**config.mk**
```make
export PLATFORM = sky130hd
export DESIGN_NAME = sm_seven_seg_capture_flat
export DESIGN_NICKNAME = d
export VERILOG_FILES = /design/src/rtl/sm_seven_seg_capture_if.sv /design/src/rtl/sm_seven_seg_capture.sv /design/src/flat_wrapper.sv
export SDC_FILE = /design/constraint.sdc
export NUM_CORES = 1
export LEC_CHECK = 0
export BUFFER_PORTS_ARGS = -buffer_cell sky130_fd_sc_hd__buf_2
export CORE_ASPECT_RATIO = 1.4
export CORE_MARGIN = 2
export CORE_UTILIZATION = 45
export DETAILED_ROUTE_END_ITERATION = 7
export GPL_ROUTABILITY_DRIVEN = 0
export PLACE_DENSITY = 0.78
export SETUP_SLACK_MARGIN = 0.02
export SLEW_MARGIN = 20
export SYNTH_ARGS = -nofsm -noshare
export SYNTH_HDL_FRONTEND = slang
export SYNTH_SLANG_ARGS = --single-unit
```
**constraint.sdc**
```tcl
create_clock -name clk -period 7.1 [get_ports clk]
set_input_delay 1.065 -clock clk [delete_from_list [all_inputs] [get_ports clk]]
set_output_delay 1.065 -clock clk [all_outputs]
set_load 0.1 [all_outputs]
```
**src/rtl/sm_seven_seg_capture_if.sv**
```systemverilog
// Snoop-side view of a multiplexed seven-segment display bus.
// The capture block sits on the slave modport; the display driver or bench uses the master modport.
interface sm_seven_seg_capture_if #(
    parameter int DIGITS = 8
);
    logic [DIGITS-1:0]   digit_sel;
    logic [6:0]          seven_segments;
    logic                err_clr;
    logic [4*DIGITS-1:0] value;
    logic [DIGITS-1:0]   valid;
    logic [DIGITS-1:0]   err_digit;
    logic                frame_done;

    modport master (
        output digit_sel,
        output seven_segments,
        output err_clr,
        input  value,
        input  valid,
        input  err_digit,
        input  frame_done
    );

    modport slave (
        input  digit_sel,
        input  seven_segments,
        input  err_clr,
        output value,
        output valid,
        output err_digit,
        output frame_done
    );
endinterface

```
**src/rtl/sm_seven_seg_capture.sv**
```systemverilog
// Rebuilds the hex word shown on a time-multiplexed seven-segment display.
// A digit commits once its sel/seg pattern has been sampled STABLE_CYCLES times in a row.
//
// state   | meaning
// ST_WAIT | counting identical samples of the current pattern; commit when the run is long enough
// ST_HOLD | current pattern already committed; ignore it until the bus changes
module sm_seven_seg_capture #(
    parameter int DIGITS        = 8,
    parameter int STABLE_CYCLES = 4
) (
    input  logic                  clk,
    input  logic                  rst,
    sm_seven_seg_capture_if.slave bus
);
    localparam int              CNT_W   = $clog2(STABLE_CYCLES);
    localparam logic [CNT_W-1:0] CNT_MAX = CNT_W'(STABLE_CYCLES - 1);

    typedef enum logic {
        ST_WAIT,
        ST_HOLD
    } state_t;

    state_t              state_q;
    state_t              state_nxt;

    logic [DIGITS-1:0]   sel_q;
    logic [6:0]          seg_q;
    logic [CNT_W-1:0]    cnt_q;

    logic [4*DIGITS-1:0] value_q;
    logic [4*DIGITS-1:0] value_nxt;
    logic [DIGITS-1:0]   valid_q;
    logic [DIGITS-1:0]   valid_nxt;
    logic [DIGITS-1:0]   err_q;
    logic [DIGITS-1:0]   err_nxt;
    logic [DIGITS-1:0]   seen_q;
    logic [DIGITS-1:0]   seen_nxt;
    logic                frame_q;
    logic                frame_nxt;

    logic                changed;
    logic                sel_onehot;
    logic                commit;
    logic [4:0]          seg_dec;
    logic                seg_legal;
    logic [3:0]          seg_nibble;

    // Returns {legal, nibble}; anything outside the canonical glyph set is illegal.
    function automatic logic [4:0] seg_decode(input logic [6:0] seg);
        logic [4:0] res;
        case (seg)
            7'h3F:   res = {1'b1, 4'h0};
            7'h06:   res = {1'b1, 4'h1};
            7'h5B:   res = {1'b1, 4'h2};
            7'h4F:   res = {1'b1, 4'h3};
            7'h66:   res = {1'b1, 4'h4};
            7'h6D:   res = {1'b1, 4'h5};
            7'h7D:   res = {1'b1, 4'h6};
            7'h07:   res = {1'b1, 4'h7};
            7'h7F:   res = {1'b1, 4'h8};
            7'h67:   res = {1'b1, 4'h9};
            7'h77:   res = {1'b1, 4'hA};
            7'h7C:   res = {1'b1, 4'hB};
            7'h39:   res = {1'b1, 4'hC};
            7'h5E:   res = {1'b1, 4'hD};
            7'h79:   res = {1'b1, 4'hE};
            7'h71:   res = {1'b1, 4'hF};
            default: res = 5'h00;
        endcase
        return res;
    endfunction

    assign changed    = {bus.digit_sel, bus.seven_segments} != {sel_q, seg_q};
    assign sel_onehot = $onehot(sel_q);
    assign seg_dec    = seg_decode(seg_q);
    assign seg_legal  = seg_dec[4];
    assign seg_nibble = seg_dec[3:0];

    // Sample register is cleared in reset so the first post-reset pattern always starts a fresh run.
    always_ff @(posedge clk) begin
        if (rst) begin
            sel_q <= '0;
            seg_q <= '0;
        end else begin
            sel_q <= bus.digit_sel;
            seg_q <= bus.seven_segments;
        end
    end

    always_ff @(posedge clk) begin
        if (rst) begin
            cnt_q <= '0;
        end else if (changed) begin
            cnt_q <= '0;
        end else if (state_q == ST_WAIT && !sel_onehot) begin
            cnt_q <= '0;
        end else if (cnt_q != CNT_MAX) begin
            cnt_q <= cnt_q + 1'b1;
        end
    end

    always_ff @(posedge clk) begin
        if (rst) begin
            state_q <= ST_WAIT;
        end else begin
            state_q <= state_nxt;
        end
    end

    always_comb begin
        state_nxt = state_q;
        commit    = 1'b0;
        case (state_q)
            ST_WAIT: begin
                if (sel_onehot && cnt_q == CNT_MAX) begin
                    commit    = 1'b1;
                    state_nxt = changed ? ST_WAIT : ST_HOLD;
                end
            end
            ST_HOLD: begin
                if (changed) begin
                    state_nxt = ST_WAIT;
                end
            end
            default: state_nxt = ST_WAIT;
        endcase
    end

    // err_clr is applied first so an illegal commit in the same cycle still sets its bit.
    always_comb begin
        value_nxt = value_q;
        valid_nxt = valid_q;
        err_nxt   = err_q;
        seen_nxt  = seen_q;
        if (bus.err_clr) begin
            err_nxt = '0;
        end
        if (commit) begin
            seen_nxt = seen_q | sel_q;
            for (int i = 0; i < DIGITS; i++) begin
                if (sel_q[i]) begin
                    if (seg_legal) begin
                        value_nxt[4*i +: 4] = seg_nibble;
                        valid_nxt[i]        = 1'b1;
                    end else begin
                        err_nxt[i] = 1'b1;
                    end
                end
            end
        end
        frame_nxt = &seen_nxt;
    end

    always_ff @(posedge clk) begin
        if (rst) begin
            value_q <= '0;
            valid_q <= '0;
            err_q   <= '0;
            seen_q  <= '0;
            frame_q <= 1'b0;
        end else begin
            value_q <= value_nxt;
            valid_q <= valid_nxt;
            err_q   <= err_nxt;
            seen_q  <= frame_nxt ? '0 : seen_nxt;
            frame_q <= frame_nxt;
        end
    end

    assign bus.value      = value_q;
    assign bus.valid      = valid_q;
    assign bus.err_digit  = err_q;
    assign bus.frame_done = frame_q;
endmodule

```
**src/flat_wrapper.sv**
```systemverilog
// flat-port wrapper written by rule: the top's interface ports become plain ports
module sm_seven_seg_capture_flat 
#(
    parameter int DIGITS        = 8,
    parameter int STABLE_CYCLES = 4
)
  (clk, rst, bus_digit_sel, bus_seven_segments, bus_err_clr, bus_value, bus_valid, bus_err_digit, bus_frame_done);
  sm_seven_seg_capture_if #(.DIGITS(DIGITS)) bus_i ();
  input  logic clk;
  input  logic rst;
  input wire logic [$bits(bus_i.digit_sel)-1:0] bus_digit_sel;
  input wire logic [$bits(bus_i.seven_segments)-1:0] bus_seven_segments;
  input wire logic [$bits(bus_i.err_clr)-1:0] bus_err_clr;
  output wire logic [$bits(bus_i.value)-1:0] bus_value;
  output wire logic [$bits(bus_i.valid)-1:0] bus_valid;
  output wire logic [$bits(bus_i.err_digit)-1:0] bus_err_digit;
  output wire logic [$bits(bus_i.frame_done)-1:0] bus_frame_done;
  assign bus_i.digit_sel = bus_digit_sel;
  assign bus_i.seven_segments = bus_seven_segments;
  assign bus_i.err_clr = bus_err_clr;
  assign bus_value = bus_i.value;
  assign bus_valid = bus_i.valid;
  assign bus_err_digit = bus_i.err_digit;
  assign bus_frame_done = bus_i.frame_done;
  sm_seven_seg_capture #(.DIGITS(DIGITS), .STABLE_CYCLES(STABLE_CYCLES)) u_core (.clk(clk), .rst(rst), .bus(bus_i));
endmodule
```
==> results.json, run 1 <==
{
  "crit_fanout": 22,
  "antenna_found_initial": 0,
  "fp.dieH_um": 109,
  "netlist.area_leader.share_pct": 42.4,
  "async_flop_share_pct": 0,
  "peakVddDrop_v": 0.000150,
  "num-nets-final": 482,
  "core-area_um2": 7700,
  "postCtsSetupRepairBufs": 0,
  "grt_pass1_vias": 2967,
  "maxCapViolations": 0,
  "layoutNonFillerInstCount": 558,
  "worstPathRequired_ps": 7400,
  "fp-row-count": 38,
  "grt_max_degree": 67,
  "place_inst": 542,
  "clock_path_buffers": 2,
  "cts_sinks": 75,
  "crit_type": "flop to flop",
  "drt-initial-drc-count": 403,
  "clk_pin_slew_ps": 90,
  "max_freq_mhz": 215,
  "layout-drive-gt1-share_pct": 20.1,
  "period_share_pct": 65.5,
  "synth_top_cell_by_area": "dfxtp_1",
  "leakagePower_nw": 1.72,
  "slowest_stage": "nor4b_4",
  "clk_latency_ps": 360,
  "crit_chain": "ha_1 -> fa_1 -> inv_1 -> fa_1 -> inv_1 -> ha_1 -> fa_1 -> nor4b_4 -> a31oi_1 -> or4_4 -> nor4_4 -> and2_1",
  "diodes": 0,
  "ys.flop_type": "dfxtp_1",
  "multi_input_comb_area_um2": 1810,
  "seqCellArea_um2": 1500,
  "synth-seq-cells": 75,
  "synth_top_cells_by_count": "dfxtp_1, nand3_1, a21oi_1",
  "critPathTopFamily": "adder cells",
  "pin_count": 67,
  "portBuffers": 66,
  "cts_resized": 0,
  "post_drt_wl_per_cell_um": 15.6,
  "slew_headroom_pct": 33.3,
  "crit_arrival_ps": 4950,
  "grt_pass1_wl_mm": 14.4,
  "cpPeakStageDelay_ps": 770,
  "drv_slew": 0,
  "startpoint_type": "flop",
  "powerDensity_nw_per_um2": 233,
  "setup_violations": 0,
  "die_area_um2": 8610,
  "synth.avg_cell_area_um2": 8.79,
  "tns_ps": 0,
  "synth_edf_count": 0,
  "crit_buf_inv": 2,
  "dr.pass1.iters": 6,
  "cts_made_buffers": 9,
  "seq_area_frac_synth_pct": 42.4,
  "routed_via_density": 5.64,
  "fin_worst_skew_ps": 12.8,
  "start_util_pct": 46.0,
  "area_growth_pct": 15.7,
  "tightest_slew_ps": 1000,
  "drc_errors": 0,
  "period_needed_ps": 4650,
  "vias": 3148,
  "cpMostUsedCell": "fa_1",
  "cts_hold_buf": 0,
  "drtAntennaViolNets": 0,
  "clockRootBuffer": "clkbuf_8",
  "syn-num-nets": 432,
  "status": "finished clean",
  "fillers": 731,
  "grt_use_total_pct": 21.5,
  "end_kind": "flop",
  "grt_overflow": 0,
  "rsz0062_at_grt": "false",
  "hp-class": "flop to flop",
  "hold_viol_final": 0,
  "synth_area_leaders": "dfxtp_1, nand3_1, a21oi_1, xor2_1, nor2b_1",
  "hpwl_mm": 6.08,
  "yosysUniqueCellTypes": 51,
  "netlist_instances": 403,
  "ys_warn_count": 0,
  "finalWirelength_mm": 8.69,
  "tritoncts": "yes",
  "syn-cell-area_um2": 3540,
  "yosysMostFrequentCell": "dfxtp_1",
  "cts_htree_levels": 3,
  "die_w_um": 79.0
}
==> path summary, 6_finish.rpt <==
path / cells past startpoint / start / slack (ps) / to
max: 12 / u_core.sel_q[1] / 2450 / u_core.bus.frame_done
min: 2 / u_core.bus.valid[6] / 460 / u_core.bus.valid[6]
max reg2reg: 12 / u_core.sel_q[1] / 2450 / u_core.bus.frame_done
min reg2reg: 2 / u_core.bus.valid[6] / 460 / u_core.bus.valid[6]
==> state kept, by name (all words and copies together), names as in the netlist <==
signal	cells
u_core.state_q	1
u_core.bus.valid	8
u_core.bus.value	32
u_core.bus.frame_done	1
u_core.seg_q	7
u_core.sel_q	8
u_core.bus.err_digit	8
u_core.seen_q	8
u_core.cnt_q	2
==> cells by family (layout without fill, tap and decap cells) <==
kind of cell / Yosys count / count (layout) / share of synthesized area, %
compound gates: 74 / 74 / 13.5
xor+xnor: 17 / 17 / 4.20
flops: 75 / 75 / 42.4
fa+ha+maj: 11 / 11 / 4.73
mux: 1 / 1 / 0.283
simple gates: 172 / 172 / 28.4
buf+inv: 53 / 108 / 6.50
==> cells in the final DEF (no fill, tap or decap), types with 6 or more instances in the layout <==
| cell type | netlist | layout |
|---|---|---|
| buf_2 | 8 | 66 |
| o32ai_1 | 7 | 7 |
| and3_1 | 8 | 8 |
| a21oi_1 | 28 | 28 |
| ha_1 | 7 | 7 |
| o21a_1 | 8 | 8 |
| nand3_1 | 42 | 42 |
| inv_1 | 24 | 24 |
| nand4_1 | 10 | 10 |
| xor2_1 | 16 | 16 |
| nand2_1 | 26 | 26 |
| nor2_1 | 18 | 18 |
| nor2b_1 | 16 | 16 |
| dfxtp_1 | 75 | 75 |
| o311ai_0 | 7 | 7 |
| a31oi_1 | 6 | 6 |
| nand2b_1 | 8 | 8 |
| clkbuf_8 | 0 | 10 |
| o21ai_0 | 9 | 9 |
| nor3_1 | 10 | 10 |
==> metrics by stage <==
| stage | utilization (%) | setup WS, ps | total power [mW] | area (um^2) | hold WS (ps) |
|---|---|---|---|---|---|
| 2_1_floorplan | - | 3250 | 0.569 | 3540 | 452 |
| 3_3_place_gp | 50.3 | 2610 | 0.586 | 3870 | 436 |
| 3_5_place_dp | 50.3 | 2480 | 0.591 | 3870 | 450 |
| 4_1_cts | 53.2 | 2480 | 0.960 | 4100 | 466 |
| 5_1_grt | 53.2 | 2120 | 0.989 | 4100 | 486 |
| 6_report | 53.2 | 2450 | 0.954 | 4100 | 458 |
==> metal layers <==
metal / GRT usage (%) / vias to the layer above / routed length [um]
met1: 25.4 / 1495 / 3530
met4: 9.48 / 0 / 231
li1: - / 1531 / -
met2: 37.1 / 102 / 4550
met3: 4.88 / 20 / 386
met5: 0 / - / 0
==> worst min-delay path: stages, from the launching register on <==
cell     delay, ps
dfxtp_1        310
inv_1           50
a21oi_1         50
==> cell type report <==
cell class,instances,share of cell area (%)
multi-input cells,275,44.2
flip-flops and latches,75,36.6
repair buffers,68,8.42
clock buffers,11,3.45
well taps,100,3.05
inverters,24,2.20
clock inverters,5,2.08
==> report_power, final <==
group / leakage (nW) / internal [mW] / total (mW) / switching (mW)
clock network: 0.110 / 0.209 / 0.372 / 0.163
logic: 1.00 / 0.0365 / 0.133 / 0.0967
registers: 0.610 / 0.432 / 0.448 / 0.0168
Power figures use the tool's default switching activity.
==> run 2, diff against run 1 <==
ABC_AREA = 1   (was default)
clock period = 4.4 ns   (was 7.1 ns; I/O delays follow)
==> results.json, run 2 <==
{
  "status": "finished clean",
  "yosysMostFrequentCell": "nor2_1",
  "clock_path_buffers": 2,
  "fin_util_pct": 53.9,
  "drv_slew": 0,
  "core-area_um2": 7650,
  "cts_made_buffers": 9,
  "antenna_found_initial": 0,
  "routed_via_density": 4.82,
  "setup_violations": 0,
  "fp-row-count": 38,
  "switching_share_pct": 23.1,
  "final_area_um2": 4130,
  "internal-power_mw": 1.10,
  "clk_latency_ps": 340,
  "peakVddDrop_v": 0.000200,
  "postCtsSetupRepairBufs": 0,
  "synth_top_cell_by_area": "dfxtp_1",
  "cpMostUsedCell": "nand2_1",
  "pwr-share-comb_pct": 7.3,
  "post_drt_wl_per_cell_um": 11.7,
  "seqCellArea_um2": 1500,
  "finalWirelength_mm": 7.80,
  "dr.pass1.iters": 5,
  "grt_pass1_vias": 2947,
  "maxCapViolations": 0,
  "ys.flop_type": "dfxtp_1",
  "cts_htree_levels": 3,
  "syn-num-nets": 524,
  "crit_chain": "ha_1 -> fa_1 -> inv_1 -> fa_1 -> inv_1 -> ha_1 -> fa_1 -> nor3_2 -> nand4_1 -> nand2_1 -> nand2_1 -> nor2_1 -> nand2_1 -> nand2_1 -> nor2_1",
  "multi_input_comb_area_um2": 1650,
  "wl_met1_mm": 3.39,
  "start_util_pct": 45.6,
  "dpl_cell_area_um2": 3890,
  "period_share_pct": 86.5,
  "cts_sinks": 75,
  "hpwl_mm": 5.81,
  "fp.dieH_um": 108,
  "startpoint_type": "flop",
  "seq_area_frac_synth_pct": 43.1,
  "total_power_mw": 1.43,
  "most-common-layout-cells": "nor2_1, nand2_1, dfxtp_1, inv_1, buf_2",
  "num-nets-final": 591,
  "top_layer": "met4",
  "cts_resized": 0,
  "hold_viol_final": 0,
  "crit_arrival_ps": 4030,
  "clk_pin_slew_ps": 80,
  "grt_pass1_wl_mm": 13.1,
  "tightest_slew_ps": 836,
  "tritoncts": "yes",
  "grt_overflow": 0,
  "seqPwrFrac_pct": 48.7,
  "netlist.area_leader.share_pct": 43.1,
  "area_growth_pct": 18.3,
  "tns_ps": 0,
  "synth.avg_cell_area_um2": 7.04,
  "rsz0062_at_grt": "false",
  "die_area_um2": 8480,
  "end_kind": "flop",
  "synth_top_cells_by_count": "nor2_1, nand2_1, dfxtp_1",
  "diodes": 0,
  "power_frac_clock_pct": 44.0,
  "layout-drive-gt1-share_pct": 18.9,
  "worstPathRequired_ps": 4620,
  "cts_hold_buf": 0,
  "yosysUniqueCellTypes": 29,
  "drc_errors": 0,
  "place_inst": 651,
  "drt-initial-drc-count": 278,
  "powerDensity_nw_per_um2": 346,
  "cpPeakStageDelay_ps": 530,
  "pin_count": 67,
  "max_freq_mhz": 263,
  "ys_warn_count": 0,
  "crit_type": "flop to flop",
  "drtAntennaViolNets": 0,
  "met3_length_um": 413,
  "synth_area_leaders": "dfxtp_1, nor2_1, nand2_1, inv_1, nand3_1",
  "whs_ps": 465,
  "grt_max_degree": 43,
  "hp-class": "flop to flop",
  "power_switching_mw": 0.329,
  "largest_reg_flops": 32,
  "portBuffers": 66,
  "syn-cell-area_um2": 3490,
  "layout_commonest_cell": "nor2_1",
  "leakagePower_nw": 2.17,
  "netlist_instances": 495,
  "pre_cts_ws_ps": 613,
  "period_needed_ps": 3810,
  "synth-seq-cells": 75,
  "vias": 3211,
  "die_w_um": 78.4,
  "async_flop_share_pct": 0,
  "slew_headroom_pct": 44.3,
  "clockRootBuffer": "clkbuf_8",
  "synth_edf_count": 0,
  "fillers": 738,
  "crit_fanout": 10,
  "fin_worst_skew_ps": 11.5,
  "layoutNonFillerInstCount": 666,
  "slowest_stage": "fa_1",
  "worst_slack_ps": 592,
  "grt_use_total_pct": 19.4,
  "dr_wl_met2_mm": 3.85
}
[run 2: metal layers]
layer,GRT usage [%],vias to the layer above
met1,23.2,1437
li1,-,1651
met2,34.5,110
met4,7.64,0
met3,3.59,13
met5,0,-
[run 2: final cells by class]
type | instances | share of cell area (%)
clock buffers | 9 | 3.00
multi-input cells | 335 | 39.9
repair buffers | 66 | 8.01
flip-flops and latches | 75 | 36.4
clock inverters | 6 | 2.79
inverters | 75 | 6.82
well taps | 100 | 3.03
[run 2: final timing paths]
path	cells past startpoint	endpoint	startpoint	slack [ps]
hold reg to reg	2	u_core.bus.value[8]	u_core.bus.value[8]	470
setup / recovery	15	u_core.seen_q[6]	u_core.sel_q[0]	590
hold / removal	2	u_core.bus.value[8]	u_core.bus.value[8]	470
setup reg to reg	15	u_core.seen_q[6]	u_core.sel_q[0]	590
[run 2: cells by family (layout without fill, tap and decap cells)]
family | after synthesis | count (layout) | share of synthesized area [%]
buffers and inverters | 85 | 156 | 9.69
flip-flops | 75 | 75 | 43.1
multiplexers | 1 | 1 | 0.287
AND/OR/NAND/NOR | 288 | 288 | 35.6
adder cells (fa/ha/maj) | 11 | 11 | 4.81
AO/OA/AOI/OAI | 26 | 26 | 4.31
XOR/XNOR | 9 | 9 | 2.26
[run 2: critical path: cells and delay by family, from the launching register on]
family / cells / cell delay [ps]
buf+inv: 2 / 90
simple gates: 8 / 1310
fa+ha+maj: 5 / 1940
flops: 1 / 340
[run 2: power groups by stage]
stage	Combinational [mW]	Clock, mW	Sequential [mW]
2_1_floorplan	0.0766	0	0.709
3_3_place_gp	0.0983	0	0.711
3_5_place_dp	0.103	0	0.711
4_1_cts	0.104	0.637	0.695
5_1_grt	0.120	0.670	0.696
6_report	0.104	0.628	0.695
